## config.mk

```make
export PLATFORM = sky130hd
export DESIGN_NAME = word8_32bits
export DESIGN_NICKNAME = d
export VERILOG_FILES = /design/src/rtl/word8_32bits.sv
export SDC_FILE = /design/constraint.sdc
export NUM_CORES = 1
export LEC_CHECK = 0
export ABC_AREA = 1
export CORE_MARGIN = 2
export CORE_UTILIZATION = 45
export CTS_BUF_LIST = sky130_fd_sc_hd__clkbuf_8
export DETAILED_ROUTE_END_ITERATION = 12
export DONT_BUFFER_PORTS = 1
export GPL_TIMING_DRIVEN = 0
export SETUP_SLACK_MARGIN = 0.5
export SLEW_MARGIN = 0
export SYNTH_ARGS = -nofsm -noshare
export SYNTH_HDL_FRONTEND = slang
export SYNTH_SLANG_ARGS = --single-unit
```

## constraint.sdc

```tcl
create_clock -name clk_4f -period 2.2 [get_ports clk_4f]
set_clock_uncertainty 0.1 [all_clocks]
set_input_delay 0.55 -clock clk_4f [delete_from_list [all_inputs] [get_ports clk_4f]]
set_output_delay 0.55 -clock clk_4f [all_outputs]
set_load 0.05 [all_outputs]
```

## src/rtl/word8_32bits.sv

```systemverilog
// Byte-to-word deserializer: collects BYTE_W-bit bytes MSB-first into a word,
// pulses valid_out on completion and frag_err when a partial word is abandoned.
module word8_32bits #(
  parameter int BYTE_W     = 8,
  parameter int WORD_BYTES = 4
) (
  input  logic                         clk_4f,
  input  logic                         reset_L,
  input  logic                         valid_in,
  input  logic [BYTE_W-1:0]            Data_in,
  output logic                         valid_out,
  output logic [BYTE_W*WORD_BYTES-1:0] Data_out,
  output logic                         frag_err,
  output logic [7:0]                   word_cnt
);

  localparam int IDX_W   = $clog2(WORD_BYTES);
  localparam int UPPER_W = BYTE_W * (WORD_BYTES - 1);
  localparam logic [IDX_W-1:0] LAST_IDX = IDX_W'(WORD_BYTES - 1);

  logic [IDX_W-1:0]   idx;
  logic [UPPER_W-1:0] assem;
  logic               last;

  assign last = (idx == LAST_IDX);

  // Only the upper bytes are held; the final byte goes straight into Data_out
  // on the completing edge, so no extra cycle is spent per word.
  always_ff @(posedge clk_4f or negedge reset_L) begin
    if (!reset_L) begin
      idx       <= '0;
      assem     <= '0;
      valid_out <= 1'b0;
      frag_err  <= 1'b0;
      Data_out  <= '0;
      word_cnt  <= '0;
    end else begin
      valid_out <= 1'b0;
      frag_err  <= 1'b0;
      if (valid_in) begin
        if (last) begin
          Data_out  <= {assem, Data_in};
          valid_out <= 1'b1;
          if (word_cnt != '1)
            word_cnt <= word_cnt + 8'd1;
          assem <= '0;
          idx   <= '0;
        end else begin
          for (int unsigned k = 0; k < WORD_BYTES - 1; k++)
            if (idx == IDX_W'(k))
              assem[(WORD_BYTES - 2 - k) * BYTE_W +: BYTE_W] <= Data_in;
          idx <= idx + IDX_W'(1);
        end
      end else if (idx != '0) begin
        frag_err <= 1'b1;
        idx      <= '0;
        assem    <= '0;
      end
    end
  end

endmodule

```

---- Word-level counts from Yosys, hierarchy flattened ----
Cells that the tools add are included.
operators by class
  add/subtract/negate cells ............... 2
  equality and inequality tests ........... 7
  reduce and logical (&&, ||, !) cells .... 8
  multiplexer cells ....................... 13
operators by type and width
  cell                                                    count
  2-to-1 mux 24 bit                                       3
  2-to-1 mux 8 bit                                        3
  inequality test 3 x 1 -> 1 bit (second input constant)  3
  adder 8 x 1 -> 8 bit (second input constant)            1
  inequality test 8 bit (second input constant)           1
  AND reduction 2 bit                                     4
  2-to-1 mux 2 bit                                        3
  == test 2 bit (second input constant)                   2
  2-to-1 mux 1 bit                                        4
  nonzero test 2 bit                                      2
  AND reduction 3 bit                                     1
  adder 2 x 1 -> 2 bit (second input constant)            1
  == test 2 x 1 -> 1 bit (second input constant)          1
  zero test 2 bit                                         1
storage, ports and cells
  input bits .............................. 11
  output and inout bits ................... 42
  register bits ........................... 68
  logic and storage cells ................. 38

---- Longest topological paths before layout ----
Gate-level depths: netlist of run 1.
  word-level depth ........................ 4
  gate-level depth with buffers ........... 8
  gate-level depth less buffers ........... 8

---- Worst setup path after synthesis of run 1 ----
No wires, ideal clock.
  path kind ............................... flip-flop to flip-flop
  start ................................... reg word_cnt[0]
  end ..................................... reg word_cnt[5]
  arrival ................................. 1.590 ns
  library setup time ...................... 0.118 ns
  slack ................................... 0.392 ns
  period minus slack after synthesis ...... 1.808 ns
  cell stages (with the launch flop) ...... 9
  path through ............................ dfrtp_1 -> ha_1 -> nand2_1 -> nor2_1 -> nand2_1 -> nand2_1 -> inv_1 -> nand2_1 -> nand2_1
on the way
  longest elaborated chain between the ends .. 2
ends and longest elaborated chain
  what                                                                          line  RTL
  start: declaration                                                            14    output logic [7:0] word_cnt
  start signal: assignment                                                      45    word_cnt <= word_cnt + 8'd1;
  parallel branches: the longest is 2 deep, another holds adder 8 x 1 -> 8 bit  -
Several ways; the timed one is not identified.
A chain may end at the register's enable or synchronous reset.

---- Worst setup path in the final report of run 1 ----
  start ................................... reg word_cnt[7]
  end ..................................... out word_cnt[7]
No word-level cell between the ends.

==> out/metrics.csv, run 1 <==
metric,value,unit
synth-simple-area-share,0.155,
max_freq,0.604,GHz
drt_pass1_iterations,4,
grt-ovfl-total,0,
dieArea,6910,um^2
period_share,0.753,
rsz0062_at_grt,false,
antenna_cells,0,
path_clk_slew,70,ps
drc,0,
num-nets-final,337,
crit_type,flop to output port,
num_vias,2011,
io_pins,53,
power_leakage,0.00154,uW
io_buffer_count,0,
crit_path_start_kind,flop,
clkSinkCount,68,
cp_max_fo,3,
fp.dieW,83.1,um
crit_arrival,1010,ps
die_h,83.1,um
final_util,0.528,
grt_pass1_vias,1987,
vias_per_cell,5.00,
ys_types,21,
netlist_instances,307,
area_growth,12.3,%
syn-num-nets,322,
hold_viol,68,
synth-compound-area-share,0.132,
dp_hpwl,4020,um
cap_violations,0,
final_common_cell,nand2_1,
ir_worst_vdd,0.805,mV
ys_seq_area_frac,0.604,
violations,negative hold slack,
synth_top_family_by_area,simple AND/OR/NAND/NOR gates,
gp_congestion,0.800,
yosys.area.top_type,dfrtp_1,
status,finished with violations,
htreeDepth,3,
placementRows,28,
muxShareOfSynthArea,0,
drive_gt1_frac,0.183,
grt_max_degree,69,
relSlewSlack,0.646,
finalCriticalPeriod,1660,ps
grt_pass1_wl,10100,um
clock_latency,340,ps
post_drt_wl_per_cell,14.8,um
holdWs,-203,ps
ctsLongestPathBuffers,2,
crit_required,1550,ps
core-area,5990,um^2
hold_class,primary input to asynchronous set/reset pin,
setup_viol,0,
final-max-slew-violation-count,0,
powerDensity,1490,nW/um^2
tightest_slew,531,ps
cts_buffers,9,
yosysTopAreaCellShare,0.604,
root_buffer,clkbuf_8,
drt-total-wl,5960,um
synth_fa_ha_area_frac,0.0178,
groute.usage.overall,0.186,
cp-end-kind,output port,
layout_common_cells,"nand2_1 (79), dfrtp_1 (61), inv_1 (47), o21ai_0 (47), nor2_1 (15)",
synth-warning-count,0,
tns,0,ps
synth-edff-count,0,
antenna_found_initial,0,
synth_xor_area_frac,0.00622,
cts_tree,built,
drtIter0Drc,105,
avgSynthCellArea,9.18,um^2
ant_nets,0,
netlist_area,2820,um^2
synth.top_cells.by_area,"dfrtp_1 (60%), nand2_1 (11%), o21ai_0 (8.3%)",
ys_ff_latch,68,
start_util,0.470,
ys.flop_type,dfrtp_1,
async_reset_ff_frac,1.00,
[timing repair]
item	in CTS	in global routing
pin swaps	0	3
setup endpoints to repair	14	26
endpoints found under the hold margin	68	68
buffers inserted	0	4
resized for setup	9	15
[state kept, by name, summed over array words and instances (netlist names)]
register and cells:
Data_out 32, word_cnt 8, valid_out 1, assem 24, idx 2, frag_err 1
[power breakdown]
part	internal, uW	leakage [uW]	switching [uW]
sequential	1690	0.000880	1270
combinational	350	0.000559	557
clock	420	0.000101	446
[cell families (layout without fill, tap and decap cells)]
family | Yosys count | after routing
AO/OA/AOI/OAI | 64 | 64
XOR/XNOR | 2 | 2
buffers and inverters | 58 | 78
flip-flops | 68 | 68
adder cells (fa/ha/maj) | 4 | 4
AND/OR/NAND/NOR | 111 | 111
[Yosys cell counts, types with 3 or more instances]
master,instances
dfrtp_1,68
o21ai_2,10
o21ai_0,47
buf_2,4
o21ai_1,3
nand2_1,83
inv_1,45
nand2_2,4
ha_1,4
inv_2,3
nor2_1,18
nand3_1,3
clkbuf_1,3
[cell type report]
cell class / count / area [um^2]
fill: 551 / 2830
sequential: 68 / 1710
multi-input combinational: 181 / 917
inverter: 48 / 180
clock buffer: 10 / 138
tap: 75 / 93.8
buffer: 10 / 67.6
timing repair buffer: 4 / 30.0
clock inverter: 6 / 25.0
[per-stage QoR]
stage               setup WS (ps)  instances  area, um^2  total power (uW)
CTS                           503        398        3100              4720
finish                        544        402        3160              4730
floorplan                     518        307        2820              3570
global placement              262        382        2910              3790
global route                  520        402        3160              5040
detailed placement            235        382        2910              3830
[path summary, 6_finish.rpt]
check | from | to | slack, ps | cells after the start
min in group clk_4f | valid_in | frag_err | 170 | 1
min reg2reg | assem[0] | assem[0] | 420 | 2
max reg2reg | word_cnt[7] | word_cnt[2] | 580 | 7
min | reset_L | word_cnt[0] | -200 | 0
max | word_cnt[7] | word_cnt[7] | 540 | 0
max in group asynchronous | reset_L | assem[12] | 2100 | 0
[metal layers]
metal / track usage / vias to the layer above / wire, um
met2: 0.249 / 57 / 2560
met3: 0.0497 / 16 / 323
met4: 0.0969 / 0 / 183
met1: 0.276 / 956 / 2890
li1: - / 982 / -
met5: 0 / - / 0
(Power assumes the default switching activity.)
==> run 2: changes to the inputs <==
==> constraint.sdc (replaced) <==
create_clock -name clk_4f -period 1.5 [get_ports clk_4f]
set_clock_uncertainty 0.1 [all_clocks]
set_input_delay 0.375 -clock clk_4f [delete_from_list [all_inputs] [get_ports clk_4f]]
set_output_delay 0.375 -clock clk_4f [all_outputs]
set_load 0.05 [all_outputs]
==> run 2 against run 1 <==
  * The run ends with negative hold slack, negative setup slack left
  * Worst hold slack worse by 190 ps
  * Via count up 12%
  * Total power up 84%
  * Sequential power up 52%
  * Combinational power rose to 3.0 times the previous value
  * Core utilization up 18 points
  * Non-clock buffer count up 32
  * Sequential share of layout area down 13 points
  * Final cell count up 8.2%
  * Clock power up 68%
  * Critical path depth up 9
  * Largest cell class unchanged
==> out/metrics.csv, run 2 (same netlist as run 1, synthesis figures left out) <==
metric,value,unit,change
clkPwrFrac,0.167,,was 0.183
rr_startpoint,idx[1],,was word_cnt[7]
placed_area,3090,um^2,was 2910 um^2
groute.usage.overall,0.225,,was 0.186
ir_worst_vdd,1.50,mV,was 0.805 mV
largest_reg_flops,32,,unchanged
cap_violations,0,,unchanged
path_cells,"buf_6, inv_6, ha_4, nand2_4, inv_4, a21oi_4, buf_6, nand2_2, o21ai_2",,
critical_path_depth,9,,was 0
crit_arrival,1730,ps,was 1010 ps
drt_pass1_iterations,4,,unchanged
layout_common_cells,"o21ai_2 (44), nand2_1 (44), inv_1 (41), dfrtp_2 (38), nand2_2 (33)",,"was nand2_1 (79), dfrtp_1 (61), inv_1 (47), o21ai_0 (47), nor2_1 (15)"
top_register,Data_out,,unchanged
drtIter0Drc,143,,was 105
p_seq_frac,0.519,,was 0.625
worst_slack,-48.1,ps,was 544 ps
post_drt_wl_per_cell,17.2,um,was 14.8 um
max_freq,0.646,GHz,
drive_gt1_frac,0.617,,was 0.183
path_clk_slew,70,ps,about the same
power_switching,4020,uW,was 2270 uW
dp_hpwl,4150,um,was 4020 um
antenna_cells,0,,unchanged
gp_congestion,0.741,,was 0.800
holdWs,-390,ps,was -203 ps
cts_buffers,9,,unchanged
cpLargestDelayFamily,flip-flops,,
drc,0,,unchanged
fp.dieW,83.1,um,unchanged
path_buf_inv,4,,
clock_latency,350,ps,was 340 ps
hold_class,primary input to asynchronous set/reset pin,,unchanged
r2r_setup_slack,-50,ps,was 580 ps
root_buffer,clkbuf_8,,unchanged
num_vias,2245,,"was 2,011"
grt-ovfl-total,0,,unchanged
internal_power,4660,uW,was 2460 uW
fin_area,4260,um^2,was 3160 um^2
rsz0062_at_grt,true,,was false
reg.largest.list,"Data_out x32, assem x24, word_cnt x8",,unchanged
relSlewSlack,0.767,,was 0.646
crit_required,1690,ps,was 1550 ps
grt_max_degree,69,,unchanged
area_growth,51.3,%,was 12.3%
grt_pass1_vias,2354,,"was 1,987"
cts-hold-fix-buffers,1,,
crit_path_start_kind,flop,,unchanged
io_buffer_count,0,,unchanged
hold_viol,68,,unchanged
r2r-end,assem[14],,was word_cnt[2]
start_util,0.470,,unchanged
antenna_found_initial,0,,unchanged
power,8680,uW,was 4730 uW
cp-end-kind,flop,,was output port
io_pins,53,,unchanged
setup_viol,23,,was 0
period_share,1.03,,
r2r_cells,9,,was 7
multiInputGateArea,1360,um^2,was 917 um^2
pwr-share-comb,0.315,,was 0.192
grt_pass1_wl,12000,um,"was 10,100 um"
num-nets-final,370,,was 337
ctsLongestPathBuffers,2,,unchanged
power_leakage,0.00192,uW,was 0.00154 uW
nFillCells,393,,was 551
dieArea,6910,um^2,unchanged
worst_path_max_delay_cell,dfrtp_1,,
crit_type,flop to flop,,was flop to output port
cts_tree,built,,unchanged
slowest_delay,420,ps,
die_h,83.1,um,unchanged
finalCriticalPeriod,1550,ps,
status,finished with violations,,unchanged
cpMostUsedCell,buf_6,,
core-area,5990,um^2,unchanged
htreeDepth,3,,unchanged
cp_max_fo,5,,was 3
violations,"negative hold slack, negative setup slack",,was negative hold slack
drt-total-wl,7490,um,was 5960 um
tightest_slew,349,ps,was 531 ps
clkSinkCount,68,,unchanged
placementRows,28,,unchanged
ff_latch_area,1760,um^2,was 1710 um^2
final-max-slew-violation-count,0,,unchanged
powerDensity,2040,nW/um^2,was 1490 nW/um^2
sw_frac_of_total,0.463,,was 0.480
vias_per_cell,5.16,,was 5.00
ant_nets,0,,unchanged
-- run 2: timing repair --
action,in CTS,in global routing
cloned,10,0
endpoints found under the hold margin,69,68
resized for setup,106,48
endpoints found under the setup margin,110,110
pin swaps,27,18
buffers inserted,22,4
-- run 2: worst reg2reg max path, delay by kind of cell, from the launching register on --
kind / cells / cell delay [ps]
AND/OR/NAND/NOR: 2 / 140
AO/OA/AOI/OAI: 2 / 270
flip-flops: 1 / 420
buffers and inverters: 4 / 400
adder cells (fa/ha/maj): 1 / 160
-- run 2: power groups by stage --
stage	sequential, uW	combinational (uW)	clock, uW
after floorplan	4350	1240	0
after detailed placement	4460	1510	0
final	4500	2730	1450
after global placement	4450	1460	0
after CTS	4480	2440	1470
after global routing	4590	2980	1550
-- run 2: worst max-delay path by stage --
stage	startpoint	endpoint	slack, ps
finish	idx[1]	assem[14]	-50
global route	idx[1]	assem[14]	-90
CTS	word_cnt[0]	word_cnt[3]	-20
detailed placement	word_cnt[0]	word_cnt[1]	-110
global placement	word_cnt[0]	word_cnt[4]	-110
floorplan	word_cnt[0]	word_cnt[0]	20
-- run 2: metal layers --
layer  global-route usage  part of all wire  routed length [um]  vias up
met3               0.0815             0.053                 400       19
met5                    0                 0                   0        -
li1                     -                 -                   -     1060
met2                0.353              0.49                3680       58
met1                0.284              0.43                3200     1108
met4               0.0879             0.029                 214        0
-- run 2: cell type report --
| class | instances | area share |
|---|---|---|
| clock inverter | 7 | 0.0141 |
| clock buffer | 9 | 0.0291 |
| tap | 75 | 0.0220 |
| buffer | 10 | 0.0449 |
| multi-input combinational | 182 | 0.318 |
| inverter | 48 | 0.0467 |
| timing repair buffer | 36 | 0.112 |
| sequential | 68 | 0.414 |
-- run 2: metrics by stage --
stage	setup slack, ps	TNS (ps)	cells	utilization	hold WS [ps]
CTS	-23.2	-146	431	0.676	-395
global route	-94.9	-2220	435	0.712	-408
global placement	-113	-474	382	0.516	-18.7
finish	-48.1	-462	435	0.712	-390
detailed placement	-112	-473	382	0.516	-18.7
floorplan	19.5	0	307	-	-20.6
==> run 3: changes to the inputs <==
--- a/config.mk
+++ b/config.mk
@@ -6,7 +6,7 @@
 export NUM_CORES = 1
 export LEC_CHECK = 0
 export ABC_AREA = 1
-export CORE_MARGIN = 2
+export CORE_MARGIN = 5
 export CORE_UTILIZATION = 45
 export CTS_BUF_LIST = sky130_fd_sc_hd__clkbuf_8
 export DETAILED_ROUTE_END_ITERATION = 12
==> run 3 against run 2 <==
  * The flow finishes with violations (negative hold slack)
  * Final cell count is 4.1% lower
  * Core utilization is 8.0 points lower
  * Critical path depth decreased by 1
  * Cell area decreased by 11%
  * Non-clock buffer count shrank 18
  * Clock power grew 20%
  * Fmax rose by 3.6%
  * Critical path type unchanged
  * Largest power group unchanged
  * Highest routed layer unchanged
==> out/metrics.csv, run 3 (same netlist as run 1, synthesis figures left out) <==
metric,value,unit,change
crit_path_start_kind,flop,,unchanged
holdWs,-379,ps,was -390 ps
grt_pass1_wl,11000,um,"was 12,000 um"
io_pins,53,,unchanged
cp-startpoint,idx[0],,was idx[1]
fp.dieW,89.1,um,was 83.1 um
violations,negative hold slack,,"was negative hold slack, negative setup slack"
groute.usage.overall,0.186,,was 0.225
final_common_cell,nand2_1,,
period_share,0.996,,was 1.03
grt_most_used_layer,met2,,unchanged
path_clk_slew,80,ps,was 70 ps
grt-ovfl-total,0,,unchanged
power,8370,uW,was 8680 uW
cts-hold-fix-buffers,1,,unchanged
pre_cts_ws,-135,ps,was -112 ps
rr_startpoint,idx[0],,was idx[1]
path_cells,"ha_2, inv_4, nand2_8, o21ai_2, inv_2, buf_8, nand2_1, o21ai_2",,"was buf_6, inv_6, ha_4, nand2_4, inv_4, a21oi_4, buf_6, nand2_2, o21ai_2"
ir_worst_vdd,1.24,mV,was 1.50 mV
drt_pass1_iterations,4,,unchanged
antenna_found_initial,0,,unchanged
final_util,0.631,,was 0.712
post_drt_wl_per_cell,15.8,um,was 17.2 um
num_vias,2075,,"was 2,245"
start_util,0.470,,unchanged
area_growth,34.2,%,was 51.3%
nFillCells,452,,was 393
gp_congestion,0.868,,was 0.741
cpLargestDelayFamily,flip-flops,,unchanged
core-area,5990,um^2,unchanged
crit_arrival,1630,ps,was 1730 ps
finalCriticalPeriod,1490,ps,was 1550 ps
rsz0062_at_grt,true,,unchanged
cts_buffers,9,,unchanged
dieArea,7940,um^2,was 6910 um^2
multiInputGateArea,1120,um^2,was 1360 um^2
grt_max_degree,69,,unchanged
largest_reg_flops,32,,unchanged
vias_per_cell,4.98,,was 5.16
hold_class,primary input to asynchronous set/reset pin,,unchanged
hold_viol,68,,unchanged
crit_type,flop to flop,,unchanged
ff_latch_area,1760,um^2,unchanged
layout_common_cells,"nand2_1 (63), o21ai_1 (45), inv_1 (39), dfrtp_2 (38), dfrtp_1 (26)",,"was o21ai_2 (44), nand2_1 (44), inv_1 (41), dfrtp_2 (38), nand2_2 (33)"
power_leakage,0.00174,uW,was 0.00192 uW
slowest_delay,410,ps,was 420 ps
worst_slack,6.26,ps,was -48.1 ps
num-nets-final,352,,was 370
drc,0,,unchanged
cap_violations,0,,unchanged
gr-usage-met1,0.237,,was 0.284
top_register,Data_out,,unchanged
antenna_cells,0,,unchanged
cp_max_fo,5,,unchanged
dp_hpwl,4300,um,was 4150 um
drive_gt1_frac,0.447,,was 0.617
max_freq,0.669,GHz,was 0.646 GHz
reg.largest.list,"Data_out x32, assem x24, word_cnt x8",,unchanged
clkSinkCount,68,,unchanged
ant_nets,0,,unchanged
io_buffer_count,0,,unchanged
worst_path_max_delay_cell,dfrtp_1,,unchanged
drtIter0Drc,54,,was 143
path_buf_inv,3,,was 4
htreeDepth,3,,unchanged
gr-usage-met2,0.291,,was 0.353
die_h,89.1,um,was 83.1 um
crit_required,1630,ps,was 1690 ps
placementRows,28,,unchanged
cts_tree,built,,unchanged
final-max-slew-violation-count,0,,unchanged
ctsLongestPathBuffers,2,,unchanged
cp-end-kind,flop,,unchanged
drt-total-wl,6590,um,was 7490 um
grt_pass1_vias,2210,,"was 2,354"
status,finished with violations,,unchanged
met3_usage,0.0654,,was 0.0815
powerDensity,2210,nW/um^2,was 2040 nW/um^2
tightest_slew,318,ps,was 349 ps
cpMostUsedCell,o21ai_2,,was buf_6
relSlewSlack,0.788,,was 0.767
clock_latency,340,ps,was 350 ps
setup_viol,0,,was 23
root_buffer,clkbuf_8,,unchanged
## run 3: changes by cell type in the layout (fill, tap and decap cells not counted), moves of 5 or more
cell      before  now
o21ai_1       13   45
o21ai_2       44   14
nand2_1       44   63
nand2_2       33   16
buf_4         14    6
clkbuf_8       9   14
## run 3: final cells by class
| type | count | area share |
|---|---|---|
| plain buffers | 10 | 0.0377 |
| clock buffers | 12 | 0.0437 |
| clock inverters | 4 | 0.0185 |
| inverters | 48 | 0.0510 |
| multi-input cells | 182 | 0.296 |
| flip-flops and latches | 68 | 0.467 |
| well taps | 75 | 0.0248 |
| repair buffers | 18 | 0.0619 |
## run 3: stage by stage
stage,cell area (um^2),std cells,TNS [ps]
floorplan,3000,307,0
CTS,3660,416,0
global placement,3090,382,-480
global route,3780,417,-579
finish,3780,417,0
detailed placement,3090,382,-590
## run 3: path summary, 6_finish.rpt
path | end | slack, ps | cells past startpoint
worst max-delay path | assem[6] | 6 | 8
worst min-delay path | word_cnt[0] | -380 | 0
worst max register to register | assem[6] | 6 | 8
worst min register to register | assem[11] | 420 | 2
max in group asynchronous | frag_err | 1550 | 0
min in group clk_4f | idx[1] | 60 | 2
## run 3: timing repair
item / CTS / global route
endpoints found under the setup margin: 110 / 110
pin swaps: 11 / 10
gates cloned: 4 / 1
resized for setup: 49 / 25
buffers inserted: 13 / 0
hold endpoints to repair: 69 / 68
## run 3: power breakdown
| group | switching [uW] | internal, uW |
|---|---|---|
| Combinational | 1110 | 1050 |
| Sequential | 1880 | 2580 |
| Clock | 678 | 1070 |
| Total | 3670 | 4700 |
## run 3: routing by layer
layer  part of all wire  routed length [um]
met1               0.45                2940
met2               0.47                3110
met3              0.068                 448
met4              0.015                  99
met5                  0                   0
